[src/rtl/score_if.sv]
// Point/clear/frame inputs and frame-stable score outputs of score_counter.
// SCORE_HISCORE_EN adds the hiscore output.
interface score_if #(
  parameter int DIGITS = 3
);
  logic                  frame_start;
  logic                  point_a;
  logic                  point_b;
  logic                  clear;
  logic [4*DIGITS-1:0]   score_a;
  logic [4*DIGITS-1:0]   score_b;
  logic [1:0]            winner;
`ifdef SCORE_HISCORE_EN
  logic [4*DIGITS-1:0]   hiscore;

  modport master (
    output frame_start, point_a, point_b, clear,
    input  score_a, score_b, winner, hiscore
  );
  modport slave (
    input  frame_start, point_a, point_b, clear,
    output score_a, score_b, winner, hiscore
  );
`else
  modport master (
    output frame_start, point_a, point_b, clear,
    input  score_a, score_b, winner
  );
  modport slave (
    input  frame_start, point_a, point_b, clear,
    output score_a, score_b, winner
  );
`endif
endinterface

[src/rtl/score_counter.sv]
// Saturating packed-BCD two-player score keeper with frame-stable snapshots.
// SCORE_HISCORE_EN adds a running high-score register.
module score_counter #(
  parameter int DIGITS = 3,
  parameter int WIN    = 11
) (
  input  logic   clk,
  input  logic   rst,
  score_if.slave bus
);
  localparam int W    = 4 * DIGITS;
  localparam int MAXV = 10 ** DIGITS - 1;
  localparam int SW   = $clog2(10 ** DIGITS);

  typedef enum logic {PLAY, WON} state_e;

  state_e        state_q, state_d;
  logic          prev_a_q, prev_a_d;
  logic          prev_b_q, prev_b_d;
  logic [W-1:0]  bcd_a_q, bcd_a_d;
  logic [W-1:0]  bcd_b_q, bcd_b_d;
  logic [SW-1:0] sh_a_q, sh_a_d;
  logic [SW-1:0] sh_b_q, sh_b_d;
  logic [W-1:0]  snap_a_q, snap_a_d;
  logic [W-1:0]  snap_b_q, snap_b_d;
  logic [1:0]    win_q, win_d;
  logic          ev_a, ev_b;
  logic          reach_a, reach_b;

  function automatic logic [W-1:0] bcd_inc(
    input logic [W-1:0] v
  );
    logic [W-1:0] r;
    logic         c;
    r = v;
    c = 1'b1;
    for (int i = 0; i < DIGITS; i++) begin
      if (c) begin
        if (v[4*i +: 4] == 4'd9) begin
          r[4*i +: 4] = 4'd0;
        end else begin
          r[4*i +: 4] = v[4*i +: 4] + 4'd1;
          c = 1'b0;
        end
      end
    end
    return r;
  endfunction

  assign ev_a = bus.point_a & ~prev_a_q;
  assign ev_b = bus.point_b & ~prev_b_q;

  always_comb begin
    prev_a_d = bus.point_a;
    prev_b_d = bus.point_b;
    bcd_a_d  = bcd_a_q;
    bcd_b_d  = bcd_b_q;
    sh_a_d   = sh_a_q;
    sh_b_d   = sh_b_q;
    snap_a_d = snap_a_q;
    snap_b_d = snap_b_q;
    win_d    = win_q;
    state_d  = state_q;
    reach_a  = 1'b0;
    reach_b  = 1'b0;
    // Snapshots take the pre-update live values.
    if (bus.frame_start) begin
      snap_a_d = bcd_a_q;
      snap_b_d = bcd_b_q;
    end
    if (bus.clear) begin
      bcd_a_d = '0;
      bcd_b_d = '0;
      sh_a_d  = '0;
      sh_b_d  = '0;
      win_d   = 2'b00;
      state_d = PLAY;
    end else begin
      unique case (state_q)
        PLAY: begin
          if (ev_a && sh_a_q != SW'(MAXV)) begin
            bcd_a_d = bcd_inc(bcd_a_q);
            sh_a_d  = sh_a_q + SW'(1);
          end
          if (ev_b && sh_b_q != SW'(MAXV)) begin
            bcd_b_d = bcd_inc(bcd_b_q);
            sh_b_d  = sh_b_q + SW'(1);
          end
          reach_a = (WIN != 0) && (int'(sh_a_d) == WIN);
          reach_b = (WIN != 0) && (int'(sh_b_d) == WIN);
          if (reach_a || reach_b) begin
            state_d = WON;
            win_d   = {reach_b, reach_a};
          end
        end
        WON: begin
        end
        default: begin
        end
      endcase
    end
  end

  always_ff @(posedge clk) begin
    if (rst) begin
      state_q  <= PLAY;
      prev_a_q <= 1'b1;
      prev_b_q <= 1'b1;
      bcd_a_q  <= '0;
      bcd_b_q  <= '0;
      sh_a_q   <= '0;
      sh_b_q   <= '0;
      snap_a_q <= '0;
      snap_b_q <= '0;
      win_q    <= 2'b00;
    end else begin
      state_q  <= state_d;
      prev_a_q <= prev_a_d;
      prev_b_q <= prev_b_d;
      bcd_a_q  <= bcd_a_d;
      bcd_b_q  <= bcd_b_d;
      sh_a_q   <= sh_a_d;
      sh_b_q   <= sh_b_d;
      snap_a_q <= snap_a_d;
      snap_b_q <= snap_b_d;
      win_q    <= win_d;
    end
  end

  assign bus.score_a = snap_a_q;
  assign bus.score_b = snap_b_q;
  assign bus.winner  = win_q;

`ifdef SCORE_HISCORE_EN
  logic [W-1:0]  hi_q, hi_d;
  logic [SW-1:0] hi_sh_q, hi_sh_d;
  logic [W-1:0]  src_a, src_b;
  logic [SW-1:0] src_sa, src_sb;

  // Clear sees the outgoing game, a win sees the winning count.
  always_comb begin
    hi_d    = hi_q;
    hi_sh_d = hi_sh_q;
    src_a   = bus.clear ? bcd_a_q : bcd_a_d;
    src_b   = bus.clear ? bcd_b_q : bcd_b_d;
    src_sa  = bus.clear ? sh_a_q : sh_a_d;
    src_sb  = bus.clear ? sh_b_q : sh_b_d;
    if (bus.clear || (state_q == PLAY && state_d == WON)) begin
      if (src_sa > hi_sh_d) begin
        hi_d    = src_a;
        hi_sh_d = src_sa;
      end
      if (src_sb > hi_sh_d) begin
        hi_d    = src_b;
        hi_sh_d = src_sb;
      end
    end
  end

  always_ff @(posedge clk) begin
    if (rst) begin
      hi_q    <= '0;
      hi_sh_q <= '0;
    end else begin
      hi_q    <= hi_d;
      hi_sh_q <= hi_sh_d;
    end
  end

  assign bus.hiscore = hi_q;
`endif
endmodule

[src/flat_wrapper.sv]
// flat-port wrapper written by rule: the top's interface ports become plain ports
module score_counter_flat 
#(
  parameter int DIGITS = 3,
  parameter int WIN    = 11
)
  (clk, rst, bus_frame_start, bus_point_a, bus_point_b, bus_clear, bus_score_a, bus_score_b, bus_winner);
  score_if #(.DIGITS(DIGITS)) bus_i ();
  input  logic clk;
  input  logic rst;
  input wire logic [$bits(bus_i.frame_start)-1:0] bus_frame_start;
  input wire logic [$bits(bus_i.point_a)-1:0] bus_point_a;
  input wire logic [$bits(bus_i.point_b)-1:0] bus_point_b;
  input wire logic [$bits(bus_i.clear)-1:0] bus_clear;
  output wire logic [$bits(bus_i.score_a)-1:0] bus_score_a;
  output wire logic [$bits(bus_i.score_b)-1:0] bus_score_b;
  output wire logic [$bits(bus_i.winner)-1:0] bus_winner;
  assign bus_i.frame_start = bus_frame_start;
  assign bus_i.point_a = bus_point_a;
  assign bus_i.point_b = bus_point_b;
  assign bus_i.clear = bus_clear;
  assign bus_score_a = bus_i.score_a;
  assign bus_score_b = bus_i.score_b;
  assign bus_winner = bus_i.winner;
  score_counter #(.DIGITS(DIGITS), .WIN(WIN)) u_core (.clk(clk), .rst(rst), .bus(bus_i));
endmodule
[config.mk]
export PLATFORM = sky130hd
export DESIGN_NAME = score_counter_flat
export DESIGN_NICKNAME = d
export VERILOG_FILES = /design/src/rtl/score_if.sv /design/src/rtl/score_counter.sv /design/src/flat_wrapper.sv
export SDC_FILE = /design/constraint.sdc
export NUM_CORES = 1
export LEC_CHECK = 0
export ABC_CLOCK_PERIOD_IN_PS = 4500
export BUFFER_PORTS_ARGS = -buffer_cell sky130_fd_sc_hd__buf_2
export CAP_MARGIN = 20
export CELL_PAD_IN_SITES_DETAIL_PLACEMENT = 0
export CELL_PAD_IN_SITES_GLOBAL_PLACEMENT = 1
export CORE_UTILIZATION = 48
export CTS_CLUSTER_DIAMETER = 30
export DETAILED_ROUTE_END_ITERATION = 10
export PLACE_DENSITY = 0.9
export REMOVE_ABC_BUFFERS = 1
export SETUP_SLACK_MARGIN = 0.5
export SLEW_MARGIN = 10
export SYNTH_ARGS = -nofsm -noshare
export SYNTH_HDL_FRONTEND = slang
export SYNTH_SLANG_ARGS = --single-unit
[constraint.sdc]
create_clock -name clk -period 4.5 [get_ports clk]
set_input_delay 0.9 -clock clk [delete_from_list [all_inputs] [get_ports clk]]
set_output_delay 0.9 -clock clk [all_outputs]
set_load 0.01 [all_outputs]
==> impl_metrics.tcl <==
set metrics [dict create \
    period_share_pct 51.9 \
    fin_skew_ps 8.94 \
    slew_violations 0 \
    path_max_fanout 9 \
    synthArstFlopShare_pct 0 \
    cts_buffers 9 \
    drtAntennaViolNets 0 \
    routedWlPerCell_um 12.6 \
    synth_enable_flop_cells 0 \
    met1_usage_pct 23.1 \
    drtIter0Drc 94 \
    drc 0 \
    htree_levels 3 \
    hold_viol_final 0 \
    tightest_slew_ps 931 \
    ys_warn_count 0 \
    finalPower_mw 1.20 \
    cts_root_buffer "clkbuf_8" \
    multiInputGateArea_um2 1780 \
    gp_congestion 0.824 \
    cts_buffer_depth 2 \
    max-slew-margin-rel_pct 37.9 \
    synthCells 366 \
    grt_first_pass_wirelength_mm 10.2 \
    cts.clk_slew.worst_paths_ps 70 \
    drive_gt1_share_pct 16.3 \
    antenna_cells 0 \
    area_growth_pct 11.7 \
    synth_commonest_cells "73 x dfxtp_1, 62 x nor2_1, 28 x mux2i_1" \
    yosysMostFrequentCell "dfxtp_1" \
    antenna_found_initial 0 \
    nFillCells 612 \
    syn_area_um2 3330 \
    hold_slack_ps 483 \
    die_w_um 85.3 \
    hpwl_mm 4.02 \
    hp-class "flip-flop to flip-flop" \
    core-area_um2 6760 \
    critPathKind "flip-flop to flip-flop" \
    synth.top_cell.area_share_pct 43.8 \
    start_util_pct 49.4 \
    drt_pre_antenna_iters 5 \
    cts_tree "done" \
    arrival_ps 2520 \
    tns_ps 0 \
    vias_per_cell 5.39 \
    leakage_nw 1.43 \
    cts_sinks 73 \
    outcome "finished clean" \
    worstPathRequired_ps 4690 \
    gr-usage-met2_pct 27.6 \
    busiest_layer "met2" \
    clock_latency_ps 350 \
    die_area_um2 7280 \
    numPortBuffers 31 \
    cp-end-kind "flip-flop" \
    grt_max_degree 48 \
    seq_area_um2 1460 \
    yosys.area.top_type "dfxtp_1" \
    max_freq_mhz 428 \
    vias 2576 \
    nets 401 \
    ios 32 \
    track_usage_pct 17.6 \
    p_per_area_nw_per_um2 323 \
    postCtsHoldBufs 0 \
    routed_wirelength_mm 6.02 \
    irDropWorstVdd_mv 0.135 \
    avgSynthCellArea_um2 9.11 \
    post_cts.repair.setup_buffers 0 \
    max-cap-violations 0 \
    layout_min_cycle_time_ps 2340 \
    synth.distinct_cells 56 \
    ys_seq_area_share_pct 43.8 \
    yosys_most_used_dff "dfxtp_1" \
    die_h_um 85.3 \
    setup_viol_count_final 0 \
    grt_setup_unrepaired "no" \
    cp-start-kind "flip-flop" \
    grt_pass1_vias 2256 \
    overflow 0 \
    synth-seq-cells 73 \
    cts_resized 0 \
    placementRows 30 \
    netlist_top_cells_area "dfxtp_1 44%, mux2i_1 8.4%, nor2_1 7.0%, xor2_1 4.2%, xnor2_1 3.9%" \
    fin_util_pct 55.1 \
    met3_usage_pct 3.79 \
]
## sequential cells by signal, summed over array words and instances, names as in the netlist
signal	cells
u_core.bcd_a_q	12
u_core.bus.score_b	12
u_core.bus.score_a	12
u_core.state_q	1
u_core.prev_b_q	1
u_core.sh_b_q	10
u_core.bcd_b_q	12
u_core.prev_a_q	1
u_core.bus.winner	2
u_core.sh_a_q	10
## final timing paths
check | endpoint | slack, ps | from | cells after the start
max reg2reg | u_core.bcd_b_q[11]$_SDFFE_PP0P_ | 2160 | u_core.sh_b_q[0]$_SDFFE_PP0N_ | 7
min | u_core.bus.winner[0]$_SDFFE_PP0P_ | 480 | u_core.bus.winner[0]$_SDFFE_PP0P_ | 2
min reg2reg | u_core.bus.winner[0]$_SDFFE_PP0P_ | 480 | u_core.bus.winner[0]$_SDFFE_PP0P_ | 2
max | u_core.bcd_b_q[11]$_SDFFE_PP0P_ | 2160 | u_core.sh_b_q[0]$_SDFFE_PP0N_ | 7
## kinds of logic (layout without fill, tap and decap cells)
kind of cell / after synthesis / count (layout) / share of synthesized area [%]
adder cells (fa/ha/maj): 2 / 2 / 0.750
multiplexers: 28 / 28 / 8.41
AO/OA/AOI/OAI: 47 / 47 / 9.42
flip-flops: 73 / 73 / 43.8
buffers and inverters: 21 / 53 / 2.74
XOR/XNOR: 31 / 31 / 8.14
AND/OR/NAND/NOR: 164 / 164 / 26.7
## layout by cell type, fill, tap and decap left out, types with 3 or more instances in the layout
master and count:
dfxtp_1 73, nor2_1 62, buf_2 31, mux2i_1 28, nand2_1 20, a21oi_1 18, xor2_1 16, xnor2_1 15
nor3_1 11, nor2b_1 10, o21ai_0 10, clkbuf_8 10, nand4_1 9, nand3_1 9, inv_1 6, and3_1 6
nor3b_1 6, a31oi_1 4, or3_1 4, or2_2 3, and3b_1 3, nor4b_1 3
## routing by layer
metal,up-vias,wire length [um]
met5,-,0
met4,0,95
met3,11,230
met2,39,2630
met1,1199,3070
li1,1327,-
## report_power, final
| group | switching [mW] | leakage, nW | internal [mW] |
|---|---|---|---|
| combinational | 0.0220 | 0.746 | 0.0119 |
| clock | 0.247 | 0.0985 | 0.272 |
| sequential | 0.00251 | 0.588 | 0.648 |
## worst max-delay path, cell delays in order (launching register included)
cell and delay (ps):
dfxtp_1 360, ha_1 270, nor4bb_4 200, a311oi_4 550
and3_1 390, nand3_2 150, mux2i_1 160, a31oi_1 90
## through the flow
step,setup WS (ps),instances,instance area [um2]
2_1_floorplan,2190,351,3270
3_3_place_gp,1920,462,3520
3_5_place_dp,1830,462,3520
4_1_cts,2170,478,3730
5_1_grt,1980,478,3730
6_report,2160,478,3730
## cell type report
class                           instances  share of cell area [%]
Clock buffer                           10                    3.69
Clock inverter                          6                    1.81
Inverter                                6                   0.604
Multi-Input combinational cell        272                    47.8
Sequential cell                        73                    39.2
Tap cell                               80                    2.69
Timing Repair Buffer                   31                    4.16
(Power assumes the default switching activity.)
